`src/rtl/fir_tdm_multichannel.sv`:
```
// Time-multiplexed FIR filter: N_CH independent delay lines share one serial
// multiply-accumulate unit that processes one tap per clock.
module fir_tdm_multichannel #(
    parameter int N_CH = 2,
    parameter int TAPS = 16,
    parameter int DW   = 8,
    parameter int CW   = 8,
    parameter logic [TAPS*CW-1:0] COEFFS = {TAPS{{{(CW-1){1'b0}}, 1'b1}}},
    parameter int CHW  = (N_CH > 1) ? $clog2(N_CH) : 1,
    parameter int OW   = DW + 1 + CW + $clog2(TAPS)
) (
    input  logic           clk,
    input  logic           rst_n,
    input  logic           in_valid,
    input  logic [CHW-1:0] in_ch,
    input  logic [DW-1:0]  in_data,
    output logic           in_ready,
    input  logic           flush,
    output logic           out_valid,
    output logic [CHW-1:0] out_ch,
    output logic [OW-1:0]  out_data,
    output logic           err_ch
);

    localparam int KW = $clog2(TAPS);
    localparam int PW = DW + CW + 1;
    localparam logic [KW-1:0]  K_LAST   = KW'(TAPS - 1);
    localparam logic [CHW:0]   N_CH_EXT = (CHW + 1)'(N_CH);

    typedef enum logic [1:0] {IDLE, MAC, OUT} state_t;

    state_t                 state;
    logic [DW-1:0]          line [N_CH][TAPS];
    logic [CHW-1:0]         ch_q;
    logic [KW-1:0]          k;
    logic signed [OW-1:0]   acc;

    logic [DW-1:0]          x_sel;
    logic signed [CW-1:0]   c_sel;
    logic signed [PW-1:0]   x_ext;
    logic signed [PW-1:0]   c_ext;
    logic signed [PW-1:0]   prod;
    logic                   ch_ok;

    assign in_ready = (state == IDLE) && !flush;
    assign ch_ok    = ({1'b0, in_ch} < N_CH_EXT);

    // Samples are zero-extended to stay non-negative before the signed multiply.
    always_comb begin
        x_sel = line[ch_q][k];
        c_sel = COEFFS[int'(k)*CW +: CW];
        x_ext = PW'($signed({1'b0, x_sel}));
        c_ext = PW'(c_sel);
        prod  = x_ext * c_ext;
    end

    always_ff @(posedge clk or negedge rst_n) begin
        if (!rst_n) begin
            state     <= IDLE;
            ch_q      <= '0;
            k         <= '0;
            acc       <= '0;
            out_valid <= 1'b0;
            out_ch    <= '0;
            out_data  <= '0;
            err_ch    <= 1'b0;
            for (int unsigned c = 0; c < N_CH; c++)
                for (int unsigned t = 0; t < TAPS; t++)
                    line[c][t] <= '0;
        end else begin
            out_valid <= 1'b0;
            err_ch    <= 1'b0;
            case (state)
                IDLE: begin
                    if (flush) begin
                        for (int unsigned c = 0; c < N_CH; c++)
                            for (int unsigned t = 0; t < TAPS; t++)
                                line[c][t] <= '0;
                    end else if (in_valid) begin
                        if (ch_ok) begin
                            line[in_ch][0] <= in_data;
                            for (int unsigned t = 1; t < TAPS; t++)
                                line[in_ch][t] <= line[in_ch][t-1];
                            ch_q  <= in_ch;
                            acc   <= '0;
                            k     <= '0;
                            state <= MAC;
                        end else begin
                            err_ch <= 1'b1;
                        end
                    end
                end
                MAC: begin
                    acc <= acc + OW'(prod);
                    if (k == K_LAST)
                        state <= OUT;
                    else
                        k <= k + 1'b1;
                end
                OUT: begin
                    out_valid <= 1'b1;
                    out_data  <= acc;
                    out_ch    <= ch_q;
                    state     <= IDLE;
                end
                default: state <= IDLE;
            endcase
        end
    end

endmodule

```
`config.mk`:
```
export PLATFORM = sky130hd
export DESIGN_NAME = fir_tdm_multichannel
export DESIGN_NICKNAME = d
export VERILOG_FILES = /design/src/rtl/fir_tdm_multichannel.sv
export SDC_FILE = /design/constraint.sdc
export NUM_CORES = 1
export LEC_CHECK = 0
export CAP_MARGIN = 30
export CORE_MARGIN = 5
export CORE_UTILIZATION = 40
export DETAILED_ROUTE_END_ITERATION = 8
export PLACE_DENSITY_LB_ADDON = 0.1
export SYNTH_ARGS = -nofsm -noshare
export SYNTH_HDL_FRONTEND = slang
export SYNTH_SLANG_ARGS = --single-unit
```
`constraint.sdc`:
```
create_clock -name clk -period 5.9 [get_ports clk]
set_input_delay 1.475 -clock clk [delete_from_list [all_inputs] [get_ports clk]]
set_output_delay 1.475 -clock clk [all_outputs]
set_load 0.005 [all_outputs]
```
== Yosys cells after proc, flatten, opt, wreduce, memory -nomap -nowiden ==
Index checks and enable logic that the tools add are counted.
Word-level totals
  flip-flop bits (word level): 307
  output and inout bits: 25
Operators by class
  add/sub/neg operators: 2
  multipliers: 1
  magnitude comparators: 4
  equality and inequality tests: 7
  shift operators: 1
  muxes and demuxes: 71
  bitwise logic cells: 4
  reduce and logical (&&, ||, !) cells: 11
Operators with widths (number)
  $bwmux 256: 16
  $demux 128 s1: 16
  $mux 128: 7
  $mux 256: 2
  $shiftx 128x8->8 const A: 1
  $mux 120: 1
  $mux 112: 1
  $mux 104: 1
  $mux 96: 1
  $mux 88: 1
  $mux 80: 1
  $mux 72: 1
  $mux 64: 1
  $mux 56: 1
  $mux 48: 1
  $mux 21: 2
  $pmux 21 s2: 1
  $mux 40: 1
  $bmux 8 s4: 1
  $mux 32: 1
  $mux 24: 1
  $mux 8: 3
  $add 21x17->21: 1
  $mul 9x8->17: 1
  other kinds (24): 37

== Longest topological paths before layout ==
Gate-level depths: netlist (run 1).
  depth after elaboration: 23
  gate-level depth with buffers: 20
  depth with buffers taken out: 16

== Worst setup path after synthesis (run 1) ==
No wires, ideal clock.
  path type: flip-flop to flip-flop
  start: reg ch_q
  end: reg acc[20]
  arrival time: 4.519 ns
  required time: 5.821 ns
  path slack: 1.302 ns
  cell stages (with the launch flop): 19
  path buffers: 2
  clock period less this slack: 4.598 ns
  cell sequence: dfrtp_1 > buf_6 > buf_8 > mux4_1 > mux4_2 > nand2_1 > o211ai_1 > ha_1 > ha_1 > ha_1 > ha_1 > ha_1 > inv_1 > fa_1 > nand2b_1 > a21oi_1 > o32ai_2 > nor4_1 > mux2i_1
Between the ends
  longest elaborated chain between the ends: 10
RTL lines
  from (decl): line 34  | logic [CHW-1:0] ch_q;
  from (signal assigned): line 84  | ch_q <= in_ch;
  $not 1->2 (implied by the code): line 50  | x_sel = line[ch_q][k];
  $mux 128 (implied by the code) (3 in a row): line 50
  $bmux 8 s4: line 50
  $mux 8 (implied by the code) (2 in a row): line 50
  $mul 9x8->17: line 54  | prod = x_ext * c_ext;
  $add 21x17->21: line 94  | acc <= acc + OW'(prod);
  $pmux 21 s2: line 73  | case (state)
  to (signal assigned): line 94
  to (decl): line 36  | logic signed [OW-1:0] acc;
Every way passes these cells. The select of a mux whose other input is x is not followed.
A chain may end at the register's enable or synchronous reset.

== Worst setup path after layout (run 1) ==
Same ends and word-level chain as after synthesis.

==> results of run 1 <==
[power groups by stage]
stage | combinational (mW) | clock, mW | sequential (mW)
2_1_floorplan | 1.20 | 0 | 2.44
3_3_place_gp | 1.65 | 0 | 2.62
3_5_place_dp | 1.66 | 0 | 2.62
4_1_cts | 1.67 | 2.41 | 2.58
5_1_grt | 1.82 | 2.48 | 2.61
6_report | 1.64 | 2.34 | 2.57
[Yosys cell counts (3+ instances only)]
master and number:
dfrtp_1 307, a22o_1 262, mux2i_1 45, clkbuf_1 43, nand2_1 42, ha_1 41
mux4_2 38, buf_2 33, mux2_2 22, mux4_1 18, o211ai_1 13, nor2_1 12
a21oi_1 10, nand4_1 10, o21ai_0 9, a22oi_1 8, inv_1 8, nand3_1 6
nor2b_1 5, a32o_1 4, nand2b_1 4, o31ai_1 4, a21o_1 3, buf_4 3
o21a_1 3, or3_1 3
[critical path: cells and delay by family (launching register included)]
family                     cells  cell delay [ps]
AOI/OAI and AO/OA              3              730
muxes                          3             1370
adders and majority gates      6             1690
DFF                            1              850
buffers and inverters          1               60
and+or+nand+nor                3              540
[metrics by stage]
| stage | instance area (um2) | setup slack (ps) |
|---|---|---|
| 2_1_floorplan | 13900 | 1300 |
| 3_5_place_dp | 14700 | 514 |
| 3_3_place_gp | 14700 | 566 |
| 5_1_grt | 16000 | 242 |
| 6_report | 16000 | 541 |
| 4_1_cts | 16000 | 511 |
[path summary, 6_finish.rpt]
| check | end | slack, ps | cells past startpoint |
|---|---|---|---|
| setup / recovery | acc[20] | 540 | 16 |
| setup reg to reg | acc[20] | 540 | 16 |
| max in group asynchronous | line[160] | 3630 | 2 |
| hold / removal | acc[20] | 480 | 1 |
| hold reg to reg | acc[20] | 480 | 1 |
| min in group asynchronous | line[196] | 1000 | 1 |
[routing by layer]
layer,global-route usage,routed length (um),vias to the layer above
li1,-,-,3946
met1,0.267,16300,4531
met2,0.256,14900,191
met3,0.0256,1380,42
met4,0.0411,532,0
met5,0,0,-
[cell usage in the layout (no fill, tap or decap), types with 13 or more instances in the layout]
| cell | count |
|---|---|
| clkbuf_16 | 37 |
| o211ai_1 | 13 |
| mux2i_1 | 45 |
| mux4_2 | 38 |
| nand2_1 | 41 |
| buf_4 | 31 |
| a22o_1 | 262 |
| ha_1 | 41 |
| mux4_1 | 18 |
| dfrtp_1 | 305 |
| clkdlybuf4s50_1 | 35 |
| mux2_2 | 22 |
[sequential cells by signal, indices dropped and copies added, names as in the netlist]
| register | cells |
|---|---|
| out_ch | 1 |
| out_data | 21 |
| out_valid | 1 |
| k | 4 |
| acc | 21 |
| state | 2 |
| line | 256 |
| ch_q | 1 |
[final cells by class]
class	instances	area, um2
flip-flops and latches	307	7690
repair buffers	70	658
fillers	3094	18400
inverters	8	30.0
multi-input cells	581	5770
clock inverters	14	178
well taps	455	569
clock buffers	52	1080
[logic make-up (layout without fill, tap and decap cells)]
logic type / count (synthesis) / count (layout) / share of synthesized area
and+or+nand+nor: 90 / 90 / 0.0305
DFF: 307 / 307 / 0.554
xor gates and xnor gates: 4 / 4 / 0.00253
muxes: 123 / 123 / 0.146
adders and majority gates: 42 / 42 / 0.0385
AOI/OAI and AO/OA: 321 / 321 / 0.196
buffers and inverters: 93 / 144 / 0.0320
other: 1 / 1 / 0.000271
==> flow_summary.ini, run 1 <==
[status]
outcome = complete, no violations

[power]
power_frac_seq = 0.392
peakVddDrop_v = 0.000207
p_leak_nw = 7.51
p_comb_frac = 0.250
internal_power_mw = 4.50
power.density_nw_per_um2 = 410
p_sw_mw = 2.06
switching_share = 0.314
pwr-share-clk = 0.357
p_total_mw = 6.56

[worst_setup_path]
required_ps = 6340
slowest_stage = dfrtp_4
max_stage_delay_ps = 850
worstSetupStartpointType = flop
reg2reg_from = ch_q
critPathCaptureType = flop
startpoint = ch_q
path_cells = mux4_1 -> mux4_2 -> nand2_1 -> o211ai_1 -> ha_1 -> ha_1 -> ha_1 -> ha_1 -> ha_1 -> inv_1 -> fa_1 -> nand2b_1 -> a21oi_1 -> o32ai_2 -> nor4_1 -> mux2i_1
crit_top_cell = ha_1
crit_type = flop to flop
cp_max_fo = 35
crit_arrival_ps = 5800

[synth]
synth_seq_cells = 307
syn_area_um2 = 13900
synth_cell_types = 46
netlist_instances = 981
syn_nets = 1036
ys_seq_area_frac = 0.554
yosys_warnings = 0
synth-edff-count = 0
synth.avg_cell_area_um2 = 14.1
synthArstFlopShare = 1.00
synth_top_cell_area_share = 0.554
synth_top_area_cell = dfrtp_1
synth.area.top_cells = dfrtp_1 (55%), a22o_1 (17%), mux4_2 (6.2%)
synth_ff_type = dfrtp_1

[clocking]
ctsHoldBuffers = 0
numCtsBuffers = 36
cts_setup_buffers = 0
cts-root-buf = clkbuf_16
clock_sinks = 307
clockBufferDepth = 3
path_clk_slew_ps = 60
cts_tree = done
h-tree-depth = 2
cts_resized = 0
clkLatencyLatePin_ps = 530

[floorplan]
start_util = 0.403
core_um2 = 34400
die_x_um = 196
ios = 38
die_area_um2 = 38500
rows = 68
die_y_um = 196

[place]
dp.cells = 1421
port_buffers = 36
place_congestion = 0.762
dp_hpwl_mm = 20.7

[timing]
setup_tns_ps = 0
period_minus_slack_ps = 5360
setup_viol = 0
fin_worst_skew_ps = 17.0
slew_headroom = 0.416
period_share = 0.908
timing.final.hold_violations = 0
final_max_slew_viol_count = 0
rsz0062_at_grt = no
hold_slack_ps = 481
max_freq_mhz = 187
tightestPinTransition_ps = 876

[route]
drt_first_pass_iters = 4
drt_iter0_drc = 473
wire_per_inst_um = 22.3
totalWireLength_mm = 33.1
dr_total_vias = 8710
drcViolationCount = 0
drt-vias-per-instance = 5.86
antenna_left = 0

[worst_hold_path]
min_path_type = flop to flop
hold_path_startpoint = acc[20]

[finish]
final_util = 0.465
final_layout_size_suffix_gt1_frac = 0.160
fin_cells = 1487
area_growth_pct = 15.2
diodes = 0
fin_nets = 1059

[grt]
grt_first_pass_wirelength_mm = 53.4
antenna_found_initial = 0
grt_max_degree = 103
grtUsageTotal = 0.172
grt-ovfl-total = 0
first_global_vias = 8827

[run]
maxCapViolCount = 0
Power figures use the tool's default switching activity.
==> run 2, diff against run 1 <==
--- a/config.mk
+++ b/config.mk
@@ -6,7 +6,7 @@
 export NUM_CORES = 1
 export LEC_CHECK = 0
 export CAP_MARGIN = 30
-export CORE_MARGIN = 5
+export CORE_MARGIN = 4
 export CORE_UTILIZATION = 40
 export DETAILED_ROUTE_END_ITERATION = 8
 export PLACE_DENSITY_LB_ADDON = 0.1
==> flow_summary.ini, run 2 (synthesis gave the netlist of run 1 again) <==
[status]
outcome = complete, no violations

[timing]
period_minus_slack_ps = 5340
worst_slack_ps = 562
setup_tns_ps = 0
tightestPinTransition_ps = 1100
slew_headroom = 0.264
final_max_slew_viol_count = 0
timing.final.hold_violations = 0
rsz0062_at_grt = no
fin_worst_skew_ps = 12.7
period_share = 0.905
max_freq_mhz = 187
setup_viol = 0

[clocking]
cts_tree = done
cts_setup_buffers = 0
clockBufferDepth = 3
path_clk_slew_ps = 60
ctsHoldBuffers = 0
numCtsBuffers = 35
cts-root-buf = clkbuf_16
clock_sinks = 307
clkLatencyLatePin_ps = 510
cts_resized = 0
h-tree-depth = 2

[worst_setup_path]
worstSetupStartpointType = flop
crit_arrival_ps = 5760
crit_type = flop to flop
cp_max_fo = 31
required_ps = 6330
critPathCaptureType = flop
r2r_cells = 16

[route]
drt_first_pass_iters = 5
drt_iter0_drc = 534
antenna_left = 0
wl_met2_mm = 14.6
dr_total_vias = 8726
drcViolationCount = 0
dr_wl_met3_mm = 1.58
wire_per_inst_um = 22.3
totalWireLength_mm = 32.6
top_layer = met4
met1_length_mm = 15.9
drt-vias-per-instance = 5.96

[grt]
grt-ovfl-total = 0
antenna_found_initial = 0
first_global_vias = 8968
grt_first_pass_wirelength_mm = 53.8
grt_max_degree = 179
grtUsageTotal = 0.174

[finish]
final_layout_size_suffix_gt1_frac = 0.142
top_register = line
final_common_cell = dfrtp_1
largest_reg_flops = 256
design_area_um2 = 15800
fin_cells = 1465
top_regs = line x256, acc x21, out_data x21
mostFrequentLayoutCells = dfrtp_1 (305), a22o_1 (262), mux2i_1 (45)
fillers = 3013
diodes = 0
fin_nets = 1051
area_growth_pct = 14.3

[floorplan]
die_x_um = 194
start_util = 0.409
rows = 67
ios = 38
die_area_um2 = 37700
die_y_um = 194
core_um2 = 33900

[place]
dp.cells = 1407
port_buffers = 36
dp_hpwl_mm = 19.5
post_dp_cell_area_um2 = 14700
place_congestion = 0.741
pre_cts_ws_ps = 508

[power]
peakVddDrop_v = 0.000226
power.density_nw_per_um2 = 401
p_leak_nw = 7.42

[worst_hold_path]
whs_path_depth = 1
min_path_type = flop to flop

[run]
maxCapViolCount = 0
==> run 2: critical path, stage by stage, from the launching register on <==
cell and delay (ps):
dfrtp_4 800, buf_4 250, mux4_1 560, mux4_2 470, nand2_1 80, o211ai_1 200
ha_1 370, ha_1 300, ha_1 300, ha_1 300, inv_1 50, fa_1 390
nand2b_1 200, a21oi_1 290, o32ai_2 230, nor4_1 260, mux2i_1 210
==> run 2: path summary, 6_finish.rpt <==
check / start / endpoint / slack, ps
max: ch_q / acc[20] / 560
min: acc[20] / acc[20] / 500
max reg2reg: ch_q / acc[20] / 560
min reg2reg: acc[20] / acc[20] / 500
max in group asynchronous: rst_n / ch_q / 3830
min in group asynchronous: rst_n / line[1] / 740
==> run 2: metal layers <==
metal	track usage	vias up
met5	0	-
met3	0.0323	36
met4	0.0398	0
met1	0.266	4589
li1	-	3907
met2	0.258	194
==> run 2: layout make-up <==
cell class	count	area, um2	area share
timing repair buffer	63	671	0.0423
inverter	8	30.0	0.00190
multi-input combinational	581	5770	0.364
clock inverter	4	70.1	0.00442
tap	448	561	0.0354
sequential	307	7690	0.485
clock buffer	54	1050	0.0663
==> run 2: metrics by stage <==
stage | hold WS (ps) | util | total power, mW
after floorplan | 443 | - | 3.64
after global placement | 481 | 0.433 | 4.25
after detailed placement | 483 | 0.435 | 4.26
after CTS | 492 | 0.468 | 6.45
after global routing | 521 | 0.468 | 6.70
final | 497 | 0.468 | 6.35
==> run 2: power by group <==
part	switching, mW	internal [mW]
Sequential	0.283	2.29
Clock	0.836	1.30
Combinational	0.880	0.754
Total	2.00	4.35
==> run 3, diff against run 2 <==
--- a/config.mk
+++ b/config.mk
@@ -6,7 +6,6 @@
 export NUM_CORES = 1
 export LEC_CHECK = 0
 export CAP_MARGIN = 30
-export CORE_MARGIN = 4
 export CORE_UTILIZATION = 40
 export DETAILED_ROUTE_END_ITERATION = 8
 export PLACE_DENSITY_LB_ADDON = 0.1
==> flow_summary.ini, run 3 (synthesis gave the netlist of run 1 again) <==
[finish]
diodes = 0
final_common_cell = dfrtp_1
register_area_um2 = 7690
area_growth_pct = 15.1
mostFrequentLayoutCells = dfrtp_1 (305), a22o_1 (262), mux2i_1 (45)
fillers = 3009
multiInputGateArea_um2 = 5770
top_register = line
largest_reg_flops = 256
final_layout_size_suffix_gt1_frac = 0.153
fin_nets = 1057
top_regs = line x256, acc x21, out_data x21
final_util = 0.472

[grt]
grtUsageTotal = 0.191
grt_max_degree = 109
grt-ovfl-total = 0
first_global_vias = 8960
antenna_found_initial = 0
grt_first_pass_wirelength_mm = 53.7

[power]
pwr-share-clk = 0.346
power.density_nw_per_um2 = 405
peakVddDrop_v = 0.000240
p_leak_nw = 7.48
p_total_mw = 6.46
p_sw_mw = 2.01
p_comb_frac = 0.263
power_frac_seq = 0.390
internal_power_mw = 4.45
switching_share = 0.311

[timing]
tightestPinTransition_ps = 975
setup_tns_ps = 0
setup_viol = 0
hold_slack_ps = 493
fin_worst_skew_ps = 7.29
timing.final.hold_violations = 0
max_freq_mhz = 190
rsz0062_at_grt = no
period_share = 0.893
period_minus_slack_ps = 5270
final_max_slew_viol_count = 0
slew_headroom = 0.348

[worst_setup_path]
cp_max_fo = 18
required_ps = 6330
slowest_stage = dfrtp_4
crit_type = flop to flop
crit_top_cell = ha_1
critPathCaptureType = flop
path_cells = buf_12 -> buf_4 -> mux4_1 -> mux4_2 -> nand2_1 -> o211ai_1 -> ha_1 -> ha_1 -> ha_1 -> ha_1 -> ha_1 -> inv_1 -> fa_1 -> nand2b_1 -> a21oi_1 -> o32ai_2 -> nor4_1 -> mux2i_1
crit_arrival_ps = 5700
worstSetupStartpointType = flop
max_stage_delay_ps = 570

[route]
drt_first_pass_iters = 4
totalWireLength_mm = 32.8
wire_per_inst_um = 22.3
drt_iter0_drc = 675
antenna_left = 0
dr_total_vias = 8822
drcViolationCount = 0
drt-vias-per-instance = 5.98

[clocking]
clock_sinks = 307
clockBufferDepth = 3
clkLatencyLatePin_ps = 510
h-tree-depth = 2
cts-root-buf = clkbuf_16
cts_resized = 0
ctsHoldBuffers = 0
numCtsBuffers = 35
cts_setup_buffers = 0
cts_tree = done
path_clk_slew_ps = 60

[floorplan]
start_util = 0.410
die_area_um2 = 35400
rows = 67
die_y_um = 188
die_x_um = 188
ios = 38
core_um2 = 33800

[run]
maxCapViolCount = 0

[place]
port_buffers = 36
dp_hpwl_mm = 20.5
place_congestion = 0.787

[worst_hold_path]
min_path_type = flop to flop

[status]
outcome = complete, no violations
## run 3: cell types whose count changed in the layout (fill, tap and decap cells not counted), moves of 2 or more
cell / before / now
buf_4: 20 / 25
buf_12: 5 / 7
clkbuf_1: 11 / 8
buf_16: 2 / 0
clkinv_2: 2 / 5
clkbuf_8: 6 / 9
## run 3: per-layer routing
metal,share of wire,global-route usage,up-vias
met2,0.46,0.286,148
met5,0,0,-
li1,-,-,3935
met4,0.022,0.0519,0
met1,0.49,0.292,4683
met3,0.033,0.0241,56
## run 3: worst max-delay path: cells and delay by family (launching register included)
family / cells / cell delay [ps]
AOI/OAI and AO/OA: 3 / 720
adders and majority gates: 6 / 1620
buffers and inverters: 3 / 470
DFF: 1 / 570
muxes: 3 / 1250
and+or+nand+nor: 3 / 540
## run 3: cell type report
class | instances | area share
clock buffers | 54 | 0.0677
clock inverters | 8 | 0.00722
inverters | 8 | 0.00188
multi-input cells | 581 | 0.362
flip-flops and latches | 307 | 0.482
well taps | 448 | 0.0351
repair buffers | 69 | 0.0444
## run 3: final timing paths
kind,start,end,slack (ps),cells after the start
min in group asynchronous,rst_n,line[15],1010,1
worst max register to register,ch_q,acc[20],630,18
worst min register to register,acc[20],acc[20],490,1
max in group asynchronous,rst_n,out_data[14],3670,2
worst min-delay path,acc[20],acc[20],490,1
worst max-delay path,ch_q,acc[20],630,18
## run 3: metrics by stage
step | std cells | setup slack [ps] | area, um2
global placement | 1412 | 744 | 14700
detailed placement | 1413 | 622 | 14800
floorplan | 981 | 1300 | 13900
CTS | 1475 | 617 | 15900
global route | 1475 | 279 | 15900
finish | 1475 | 633 | 15900
## run 3: power by group through the flow
stage | combinational [mW] | clock [mW] | sequential (mW)
3_3_place_gp | 1.70 | 0 | 2.56
3_5_place_dp | 1.71 | 0 | 2.56
5_1_grt | 1.87 | 2.38 | 2.55
6_report | 1.70 | 2.24 | 2.52
2_1_floorplan | 1.20 | 0 | 2.44
4_1_cts | 1.72 | 2.30 | 2.52
==> variant (config.mk and constraints of run 1) <==
`DW`: 8 -> 6.
--- a/src/rtl/fir_tdm_multichannel.sv
+++ b/src/rtl/fir_tdm_multichannel.sv
@@ -3,7 +3,7 @@
 module fir_tdm_multichannel #(
     parameter int N_CH = 2,
     parameter int TAPS = 16,
-    parameter int DW   = 8,
+    parameter int DW   = 6,
     parameter int CW   = 8,
     parameter logic [TAPS*CW-1:0] COEFFS = {TAPS{{{(CW-1){1'b0}}, 1'b1}}},
     parameter int CHW  = (N_CH > 1) ? $clog2(N_CH) : 1,
Ports: changed (resized in_data and out_data); port bits go from 38 to 34. The function was not compared with the original's and may differ.
==> variant against run 1 <==
Critical path depth is 3 lower. Clock skew down 0.0057 ns. Cell area decreased by 24%. First-iteration DRC count rose by 1.7%. Sequential power fell by 21%. Worst setup slack gained 0.77 ns. Routed wire length is 27% lower. Area after synthesis is 23% lower. Sequential cell count down 68. Critical path type unchanged. Power down 19%. Synthesized cell count is 17% lower. Combinational power down 9%.
==> variant: results (changes against run 1) <==
outcome=finished, final reports clean; RR Endpoint=acc[14]; Total Nets Final=850 (-20%); Pleak=0.005750 uW (-23%); CP arrival=5.01 ns (-0.79 ns); Commonest cells post-synth=dfrtp_1 (239), a22o_1 (202), mux2i_1 (59), nand2_1 (36), buf_2 (34); CP max stage cell=dfrtp_2; vias in the first global route=7,248 (-18%); Placed Cells=1,131 (-20%); Hold Path Sink=out_data[12]; hold slack=0.4823 ns (+0.001124 ns); M1 GR Usage=0.2361 (-0.03143); worst ir drop on vdd=0.0001836 V (-11%); Mapped Nets=842 (-19%); top cells by area in the synthesized netlist=dfrtp_1 (56%), a22o_1 (16%), mux2i_1 (5.5%), mux4_2 (5.0%), ha_1 (2.2%); Post-Synth XOR/XNOR Area=0.001633 (-0.0008947); H-tree Lvls=1 (-1); buffers added on ports=32 (-11%); largest net degree at the start of global routing=122 (+18%); CTS Buf Count=26 (-28%); Placer Congestion=0.8282 (+8.7%); biggest regs=line (192), acc (19), out_data (19); Wirelength per Cell=20.61 microns (-7.4%); multiplexer area fraction after synthesis=0.1233 (-0.02296); total power=5289 uW (-19%); final wirelength=24,320 microns (-27%); Worst Reg2Reg Path Length in Cells=13 (-3); worst-path fanout max=22 (-37%); vias per inst=5.928 (+1.2%); Adder-Cell Fraction of Synth Area=0.02403 (-0.01443); slowest stage delay, CP=0.82 ns (-0.03 ns); layout cells sized above 1=0.1418 (-0.01805)
[variant: metrics by stage]
step             util  setup slack (ns)
2_1_floorplan       -             2.008
3_3_place_gp   0.4217             1.299
3_5_place_dp   0.4220             1.225
4_1_cts        0.4571             1.206
5_1_grt        0.4581            0.9220
6_report       0.4581             1.309
[variant: layout make-up]
cell class,count,area share
flip-flops and latches,239,0.4903
multi-input cells,493,0.3548
clock buffers,32,0.06098
repair buffers,51,0.04079
well taps,341,0.03495
clock inverters,16,0.01568
inverters,8,0.002460
[variant: how the worst max path moves through the flow]
stage,start,end
2_1_floorplan,k[0],acc[14]
4_1_cts,k[0],acc[14]
3_5_place_dp,k[0],acc[14]
6_report,k[0],acc[14]
5_1_grt,k[0],acc[14]
3_3_place_gp,k[0],acc[14]
[variant: routing by layer]
metal	routed length [microns]	vias up	share of wire
met4	459	0	0.019
met1	11690	3692	0.48
met2	11350	122	0.47
li1	-	3144	-
met5	0	-	0
met3	824	37	0.034
